===== config.mk =====
export PLATFORM = sky130hd
export DESIGN_NAME = multdiv_issue_ctrl_flat
export DESIGN_NICKNAME = d
export VERILOG_FILES = /design/src/rtl/multdiv_pkg.sv /design/src/rtl/multdiv_issue_ctrl_if.sv /design/src/rtl/multdiv_wait_counter.sv /design/src/rtl/multdiv_issue_ctrl.sv /design/src/flat_wrapper.sv
export SDC_FILE = /design/constraint.sdc
export NUM_CORES = 1
export LEC_CHECK = 0
export ABC_AREA = 1
export CAP_MARGIN = 20
export CORE_MARGIN = 1.5
export CORE_UTILIZATION = 40
export DETAILED_ROUTE_END_ITERATION = 16
export PLACE_DENSITY_LB_ADDON = 0.1
export RECOVER_POWER = 50
export SLEW_MARGIN = 20
export SYNTH_ARGS = -nofsm -noshare
export SYNTH_HDL_FRONTEND = slang
export SYNTH_SLANG_ARGS = --single-unit

===== constraint.sdc =====
create_clock -name clock -period 2.1 [get_ports clock]
set_clock_uncertainty 0.15 [all_clocks]
set_input_delay 0.42 -clock clock [delete_from_list [all_inputs] [get_ports clock]]
set_output_delay 0.42 -clock clock [all_outputs]
set_load 0.01 [all_outputs]

===== src/rtl/multdiv_pkg.sv =====
// ---------------------------------------------------------------------------
// multdiv_pkg
// Definitions shared by the multiply/divide issue controller, its wait
// counter and the interface that carries its bus signals.
//   state_e           : controller FSM encoding (IDLE=0, ISSUE=1, WAIT=2, DONE=3)
//   OP_MULT / OP_DIV  : encoding of the latched operation select
//   DEFAULT_TIMEOUT   : WAIT cycles before a forced completion
//   DEFAULT_RDY_GUARD : leading WAIT cycles in which resultRDY is ignored
//   DATA_W / RD_W     : operand/result width and register-index width
//   opPulse()         : maps an operation select to the {div, mult} start pulse
// ---------------------------------------------------------------------------
package multdiv_pkg;

  localparam int DATA_W            = 32;
  localparam int RD_W              = 5;
  localparam int DEFAULT_TIMEOUT   = 64;
  localparam int DEFAULT_RDY_GUARD = 1;

  localparam logic OP_MULT = 1'b0;
  localparam logic OP_DIV  = 1'b1;

  typedef enum logic [1:0] {
    ST_IDLE  = 2'd0,
    ST_ISSUE = 2'd1,
    ST_WAIT  = 2'd2,
    ST_DONE  = 2'd3
  } state_e;

  // Returns {ctrl_DIV, ctrl_MULT} for the given operation so exactly one of
  // the two start lines can ever be raised.
  function automatic logic [1:0] opPulse(input logic isDiv);
    return (isDiv == OP_DIV) ? 2'b10 : 2'b01;
  endfunction

endpackage


===== src/rtl/multdiv_issue_ctrl_if.sv =====
// ---------------------------------------------------------------------------
// multdiv_issue_ctrl_if
// Bundles every non-clock signal of the multiply/divide issue controller.
//   req_*        : decode request (valid, op select, operands, destination)
//   ctrl_*       : one-cycle start pulses to the shared unit
//   data_operand*: operands presented to the unit
//   data_result, data_exception, data_resultRDY : unit response
//   stall        : pipeline freeze
//   wb_*         : writeback strobe and captured result
// Modports:
//   master : the issue controller
//   slave  : the surrounding pipeline and the multiply/divide unit
// ---------------------------------------------------------------------------
interface multdiv_issue_ctrl_if;
  import multdiv_pkg::*;

  logic              req_valid;
  logic              req_is_div;
  logic [DATA_W-1:0] req_opA;
  logic [DATA_W-1:0] req_opB;
  logic [RD_W-1:0]   req_rd;

  logic              ctrl_MULT;
  logic              ctrl_DIV;
  logic [DATA_W-1:0] data_operandA;
  logic [DATA_W-1:0] data_operandB;
  logic [DATA_W-1:0] data_result;
  logic              data_exception;
  logic              data_resultRDY;

  logic              stall;
  logic              wb_valid;
  logic [DATA_W-1:0] wb_data;
  logic [RD_W-1:0]   wb_rd;
  logic              wb_exception;
  logic              wb_timeout;

  modport master (
    input  req_valid, req_is_div, req_opA, req_opB, req_rd,
    input  data_result, data_exception, data_resultRDY,
    output ctrl_MULT, ctrl_DIV, data_operandA, data_operandB,
    output stall, wb_valid, wb_data, wb_rd, wb_exception, wb_timeout
  );

  modport slave (
    output req_valid, req_is_div, req_opA, req_opB, req_rd,
    output data_result, data_exception, data_resultRDY,
    input  ctrl_MULT, ctrl_DIV, data_operandA, data_operandB,
    input  stall, wb_valid, wb_data, wb_rd, wb_exception, wb_timeout
  );

endinterface


===== src/rtl/multdiv_wait_counter.sv =====
// ---------------------------------------------------------------------------
// multdiv_wait_counter
// Counts cycles spent waiting for the multiply/divide unit.
//   clock, reset : rising-edge clock, synchronous active-high reset
//   clear_i      : force the count to zero (has priority over enable_i)
//   enable_i     : advance the count by one
//   guardMet_o   : count has reached RDY_GUARD, resultRDY may be trusted
//   expired_o    : count equals TIMEOUT-1, the wait must be abandoned
// ---------------------------------------------------------------------------
module multdiv_wait_counter
  import multdiv_pkg::*;
#(
  parameter int TIMEOUT   = DEFAULT_TIMEOUT,
  parameter int RDY_GUARD = DEFAULT_RDY_GUARD
) (
  input  logic clock,
  input  logic reset,
  input  logic clear_i,
  input  logic enable_i,
  output logic guardMet_o,
  output logic expired_o
);

  localparam int               CNT_W = (TIMEOUT > 2) ? $clog2(TIMEOUT) : 1;
  localparam logic [CNT_W-1:0] LAST  = CNT_W'(TIMEOUT - 1);

  logic [CNT_W-1:0] count_q;
  logic [CNT_W-1:0] count_d;

  // Next count: clear wins, and the count saturates at TIMEOUT-1 so it can
  // never wrap back into the guarded region while the controller leaves WAIT.
  always_comb begin
    count_d = count_q;
    if (clear_i) begin
      count_d = '0;
    end else if (enable_i && !expired_o) begin
      count_d = count_q + CNT_W'(1);
    end
  end

  // Count register with synchronous reset.
  always_ff @(posedge clock) begin
    if (reset) begin
      count_q <= '0;
    end else begin
      count_q <= count_d;
    end
  end

  // Status flags are pure decodes of the registered count.
  assign expired_o  = (count_q == LAST);
  assign guardMet_o = ({{(32-CNT_W){1'b0}}, count_q} >= 32'(RDY_GUARD));

endmodule


===== src/rtl/multdiv_issue_ctrl.sv =====
// ---------------------------------------------------------------------------
// multdiv_issue_ctrl
// Processor-side initiator for the shared multiply/divide unit. Takes one
// request from decode, pulses the matching start line for one cycle, stalls
// the pipeline until the unit answers (or a timeout fires) and then presents
// the captured result to writeback for one cycle.
//   clock, reset : rising-edge clock, synchronous active-high reset
//   bus          : multdiv_issue_ctrl_if.master (request, unit and writeback)
// Parameters:
//   TIMEOUT   : WAIT cycles before a forced completion with exception (>=2)
//   RDY_GUARD : leading WAIT cycles in which data_resultRDY is ignored
// ---------------------------------------------------------------------------
module multdiv_issue_ctrl
  import multdiv_pkg::*;
#(
  parameter int TIMEOUT   = DEFAULT_TIMEOUT,
  parameter int RDY_GUARD = DEFAULT_RDY_GUARD
) (
  input  logic                 clock,
  input  logic                 reset,
  multdiv_issue_ctrl_if.master bus
);

  state_e            state_q, state_d;
  logic [DATA_W-1:0] opA_q, opA_d;
  logic [DATA_W-1:0] opB_q, opB_d;
  logic [RD_W-1:0]   rd_q, rd_d;
  logic              isDiv_q, isDiv_d;
  logic [DATA_W-1:0] wbData_q, wbData_d;
  logic [RD_W-1:0]   wbRd_q, wbRd_d;
  logic              wbExc_q, wbExc_d;
  logic              wbTimeout_q, wbTimeout_d;

  logic cntClear;
  logic cntEnable;
  logic guardMet;
  logic expired;

  multdiv_wait_counter #(
    .TIMEOUT   (TIMEOUT),
    .RDY_GUARD (RDY_GUARD)
  ) u_waitCounter (
    .clock      (clock),
    .reset      (reset),
    .clear_i    (cntClear),
    .enable_i   (cntEnable),
    .guardMet_o (guardMet),
    .expired_o  (expired)
  );

  // Next-state and capture logic. Operands are latched only when a request
  // is accepted in IDLE, so they stay stable for the whole operation. In
  // WAIT a trusted resultRDY is checked before the timeout so that a result
  // arriving on the last allowed cycle is still delivered normally.
  always_comb begin
    state_d     = state_q;
    opA_d       = opA_q;
    opB_d       = opB_q;
    rd_d        = rd_q;
    isDiv_d     = isDiv_q;
    wbData_d    = wbData_q;
    wbRd_d      = wbRd_q;
    wbExc_d     = wbExc_q;
    wbTimeout_d = wbTimeout_q;
    cntClear    = 1'b0;
    cntEnable   = 1'b0;

    case (state_q)
      ST_IDLE: begin
        if (bus.req_valid) begin
          opA_d   = bus.req_opA;
          opB_d   = bus.req_opB;
          rd_d    = bus.req_rd;
          isDiv_d = bus.req_is_div;
          state_d = ST_ISSUE;
        end
      end
      ST_ISSUE: begin
        cntClear = 1'b1;
        state_d  = ST_WAIT;
      end
      ST_WAIT: begin
        cntEnable = 1'b1;
        if (bus.data_resultRDY && guardMet) begin
          wbData_d    = bus.data_result;
          wbRd_d      = rd_q;
          wbExc_d     = bus.data_exception;
          wbTimeout_d = 1'b0;
          state_d     = ST_DONE;
        end else if (expired) begin
          wbData_d    = '0;
          wbRd_d      = rd_q;
          wbExc_d     = 1'b1;
          wbTimeout_d = 1'b1;
          state_d     = ST_DONE;
        end
      end
      ST_DONE: begin
        state_d = ST_IDLE;
      end
      default: begin
        state_d = ST_IDLE;
      end
    endcase
  end

  // State, operand and writeback registers. Reset clears everything so a
  // reset in the middle of an operation never produces a writeback.
  always_ff @(posedge clock) begin
    if (reset) begin
      state_q     <= ST_IDLE;
      opA_q       <= '0;
      opB_q       <= '0;
      rd_q        <= '0;
      isDiv_q     <= OP_MULT;
      wbData_q    <= '0;
      wbRd_q      <= '0;
      wbExc_q     <= 1'b0;
      wbTimeout_q <= 1'b0;
    end else begin
      state_q     <= state_d;
      opA_q       <= opA_d;
      opB_q       <= opB_d;
      rd_q        <= rd_d;
      isDiv_q     <= isDiv_d;
      wbData_q    <= wbData_d;
      wbRd_q      <= wbRd_d;
      wbExc_q     <= wbExc_d;
      wbTimeout_q <= wbTimeout_d;
    end
  end

  // Start pulses exist only in ISSUE; stall drops in DONE so the pipeline
  // advances together with the writeback.
  assign {bus.ctrl_DIV, bus.ctrl_MULT} = (state_q == ST_ISSUE) ? opPulse(isDiv_q) : 2'b00;

  assign bus.stall = ((state_q == ST_IDLE) && bus.req_valid)
                   || (state_q == ST_ISSUE)
                   || (state_q == ST_WAIT);

  assign bus.data_operandA = opA_q;
  assign bus.data_operandB = opB_q;
  assign bus.wb_valid      = (state_q == ST_DONE);
  assign bus.wb_data       = wbData_q;
  assign bus.wb_rd         = wbRd_q;
  assign bus.wb_exception  = wbExc_q;
  assign bus.wb_timeout    = wbTimeout_q;

endmodule


===== src/flat_wrapper.sv =====
// flat-port wrapper written by rule: the top's interface ports become plain ports
module multdiv_issue_ctrl_flat import multdiv_pkg::*;
#(
  parameter int TIMEOUT   = DEFAULT_TIMEOUT,
  parameter int RDY_GUARD = DEFAULT_RDY_GUARD
)
  (clock, reset, bus_req_valid, bus_req_is_div, bus_req_opA, bus_req_opB, bus_req_rd, bus_data_result, bus_data_exception, bus_data_resultRDY, bus_ctrl_MULT, bus_ctrl_DIV, bus_data_operandA, bus_data_operandB, bus_stall, bus_wb_valid, bus_wb_data, bus_wb_rd, bus_wb_exception, bus_wb_timeout);
  multdiv_issue_ctrl_if bus_i ();
  input  logic clock;
  input  logic reset;
  input wire logic [$bits(bus_i.req_valid)-1:0] bus_req_valid;
  input wire logic [$bits(bus_i.req_is_div)-1:0] bus_req_is_div;
  input wire logic [$bits(bus_i.req_opA)-1:0] bus_req_opA;
  input wire logic [$bits(bus_i.req_opB)-1:0] bus_req_opB;
  input wire logic [$bits(bus_i.req_rd)-1:0] bus_req_rd;
  input wire logic [$bits(bus_i.data_result)-1:0] bus_data_result;
  input wire logic [$bits(bus_i.data_exception)-1:0] bus_data_exception;
  input wire logic [$bits(bus_i.data_resultRDY)-1:0] bus_data_resultRDY;
  output wire logic [$bits(bus_i.ctrl_MULT)-1:0] bus_ctrl_MULT;
  output wire logic [$bits(bus_i.ctrl_DIV)-1:0] bus_ctrl_DIV;
  output wire logic [$bits(bus_i.data_operandA)-1:0] bus_data_operandA;
  output wire logic [$bits(bus_i.data_operandB)-1:0] bus_data_operandB;
  output wire logic [$bits(bus_i.stall)-1:0] bus_stall;
  output wire logic [$bits(bus_i.wb_valid)-1:0] bus_wb_valid;
  output wire logic [$bits(bus_i.wb_data)-1:0] bus_wb_data;
  output wire logic [$bits(bus_i.wb_rd)-1:0] bus_wb_rd;
  output wire logic [$bits(bus_i.wb_exception)-1:0] bus_wb_exception;
  output wire logic [$bits(bus_i.wb_timeout)-1:0] bus_wb_timeout;
  assign bus_i.req_valid = bus_req_valid;
  assign bus_i.req_is_div = bus_req_is_div;
  assign bus_i.req_opA = bus_req_opA;
  assign bus_i.req_opB = bus_req_opB;
  assign bus_i.req_rd = bus_req_rd;
  assign bus_i.data_result = bus_data_result;
  assign bus_i.data_exception = bus_data_exception;
  assign bus_i.data_resultRDY = bus_data_resultRDY;
  assign bus_ctrl_MULT = bus_i.ctrl_MULT;
  assign bus_ctrl_DIV = bus_i.ctrl_DIV;
  assign bus_data_operandA = bus_i.data_operandA;
  assign bus_data_operandB = bus_i.data_operandB;
  assign bus_stall = bus_i.stall;
  assign bus_wb_valid = bus_i.wb_valid;
  assign bus_wb_data = bus_i.wb_data;
  assign bus_wb_rd = bus_i.wb_rd;
  assign bus_wb_exception = bus_i.wb_exception;
  assign bus_wb_timeout = bus_i.wb_timeout;
  multdiv_issue_ctrl #(.TIMEOUT(TIMEOUT), .RDY_GUARD(RDY_GUARD)) u_core (.clock(clock), .reset(reset), .bus(bus_i));
endmodule

==> impl_metrics.toml <==
[cts]
cts.clk_slew.worst_paths_ns = 0.06
cts_hold_buf = 0
cts_buffers = 17
clockBufferDepth = 2
clock_latency_ns = 0.50
root_buffer = "clkbuf_8"
h-tree-depth = 4
cts_tree = "done"
clkSinkCount = 117

[setup_path]
required_ns = 1.53
rr_startpoint = "u_core.u_waitCounter.count_q[0]"
critical_path.max_fanout = 3
startpoint = "u_core.state_q[0]"
startpoint_type = "flop"
critical_path_class = "reg -> out"
crit_arrival_ns = 1.46
crit_path_end_kind = "primary output"
reg2regPathDepth = 9

[logic_synthesis]
avgSynthCellArea_um2 = 7.75
netlist_area_um2 = 4360
ys_seq_area_share_pct = 53.8
yosysWarnings = 0
syn_nets = 677
ys_seq_elements = 117
synth_cell_types = 21
syn-instance-count = 562

[die]
die_h_um = 107
dieArea_um2 = 11500
core_area_um2 = 10500
num_io_pins = 214
die_w_um = 107
floorplan.initialDensity_pct = 41.6
placementRows = 37

[global_route]
grt_max_degree = 80
gr-usage-all-layers_pct = 21.4
grt-ovfl-total = 0
grt_pass1_wl_um = 19600
grt_pass1_vias = 4307
grt.busiest_layer = "met2"
met2_usage_pct = 37.9
use_met1_pct = 22.8
use_met3_pct = 8.66
antenna_found_initial = 0

[detailed_routing]
wl_per_cell_um = 13.5
first_pass_iters = 5
drtIter0Drc = 197
route.detailed.drc = 0
vias = 4393
ant_nets = 0
wl_um = 12400
viasPerCell = 4.78

[timing]
fin_crit_sh_pct = 96.4
timing.fmax_mhz = 494
slew_viol_final = 0
slew_headroom_pct = 66.8
tns_ns = 0
tightest_slew_ns = 0.492
setup_viol = 0
hold_violations = 0
fin_crit_ns = 2.03

[final_layout]
diodes = 0
drive_gt1_share_pct = 7.15
fill_cells = 892
area_growth_pct = 67.7
stdcell_count = 919
nets = 885

[power]
switchingPower_w = 0.00252
p_int_w = 0.00628
power_leakage_nw = 2.82
share_comb_of_total_power_pct = 29.2
pwr_density_cell_nw_per_um2 = 1200
p_seq_share_pct = 32.8
p_clk_share_pct = 38.0
p_sw_share_pct = 28.6
peakVddDrop_mv = 0.594
p_total_w = 0.00880

[place]
dpl.hpwl_um = 8550
port_buffers = 213
gp_congestion = 0.777
dpl.cell_count = 886

[worst_hold_path]
holdPathStages = 2
hp-class = "reg -> reg"
min_from = "u_core.bus.wb_timeout"

[flow_run]
max_cap_violations = 0

[status]
status = "complete, no violations"
## final timing paths
kind / to / slack (ns)
max: bus_ctrl_MULT / 0.07
min: u_core.bus.wb_timeout / 0.30
max reg2reg: u_core.bus.wb_data[18] / 0.20
min reg2reg: u_core.bus.wb_timeout / 0.30
## final cells by class
| class | instances | area [µm²] | area share [%] |
|---|---|---|---|
| multi-input combinational | 385 | 1760 | 24.1 |
| inverter | 23 | 86.3 | 1.18 |
| timing repair buffer | 226 | 2250 | 30.8 |
| clock inverter | 12 | 249 | 3.41 |
| sequential | 117 | 2340 | 32.1 |
| tap | 136 | 170 | 2.33 |
| clock buffer | 20 | 445 | 6.10 |
## cells in the mapped netlist, drive strengths merged
cell / count / share of area, %
inv: 23 / 2.0
buf: 20 / 2.5
nor3: 1 / 0.11
clkbuf: 17 / 1.5
a21boi: 1 / 0.17
a21oi: 43 / 4.9
dfxtp: 117 / 54
nor2: 155 / 13
o21ai: 74 / 8.5
nand3b: 2 / 0.34
nand4: 1 / 0.14
o211ai: 1 / 0.17
ha: 8 / 2.3
nand3: 38 / 4.8
nand2: 61 / 5.3
## power by group through the flow
| stage | clock network [W] | registers (W) | logic (W) |
|---|---|---|---|
| global placement | 0 | 0.00290 | 0.00257 |
| detailed placement | 0 | 0.00292 | 0.00261 |
| finish | 0.00335 | 0.00288 | 0.00257 |
| CTS | 0.00340 | 0.00288 | 0.00264 |
| global route | 0.00351 | 0.00293 | 0.00285 |
| floorplan | 0 | 0.00308 | 0.00113 |
## critical path: stages (launching register included)
cell	delay, ns
dfxtp_2	0.34
buf_4	0.13
ha_4	0.14
inv_1	0.05
nor2_1	0.08
clkdlybuf4s15_2	0.22
## metrics by stage
| step | hold slack [ns] | worst slack (ns) | instance area [µm²] | util [%] |
|---|---|---|---|---|
| after floorplan | 0.279 | 0.203 | 4360 | - |
| after global placement | 0.287 | -0.0427 | 6630 | 63.3 |
| after detailed placement | 0.292 | -0.0380 | 6630 | 63.3 |
| after CTS | 0.300 | 0.00302 | 7330 | 70.0 |
| after global routing | 0.326 | -0.00329 | 7300 | 69.8 |
| final | 0.296 | 0.0748 | 7300 | 69.8 |
## metal layers
metal | vias to the layer above | part of all wire (%)
met4 | 0 | 1.3
met1 | 1988 | 41
met3 | 13 | 9.6
met2 | 160 | 49
met5 | - | 0
li1 | 2232 | -
## flip-flops by register name (all words and copies together), names as in the netlist
register	flops
u_core.isDiv_q	1
u_core.bus.data_operandB	32
u_core.bus.wb_exception	1
u_core.state_q	2
u_core.bus.data_operandA	32
u_core.u_waitCounter.count_q	6
u_core.bus.wb_data	32
u_core.rd_q	5
u_core.bus.wb_rd	5
u_core.bus.wb_timeout	1
## logic make-up after synthesis
kind of cell | Yosys count | synth area share (%)
flip-flops | 117 | 53.8
buffers and inverters | 60 | 5.98
adder cells (fa/ha/maj) | 8 | 2.30
AND/OR/NAND/NOR | 258 | 24.2
AO/OA/AOI/OAI | 119 | 13.8
## repair_timing
| action | CTS | global route |
|---|---|---|
| gates resized for setup | 14 | 2 |
| setup endpoints to repair | 4 | 2 |
| buffers inserted | 1 | 0 |
## cell usage in the layout, fill, tap and decap left out, types with 4 or more instances in the layout
cell	n
clkdlybuf4s50_1	209
nor2_1	155
dfxtp_1	115
o21ai_0	74
nand2_1	59
a21oi_1	43
nand3_1	37
inv_1	19
clkbuf_16	16
buf_4	8
ha_1	7
bufinv_16	7
inv_2	4
No activity file was read; power rests on OpenSTA's default activity.
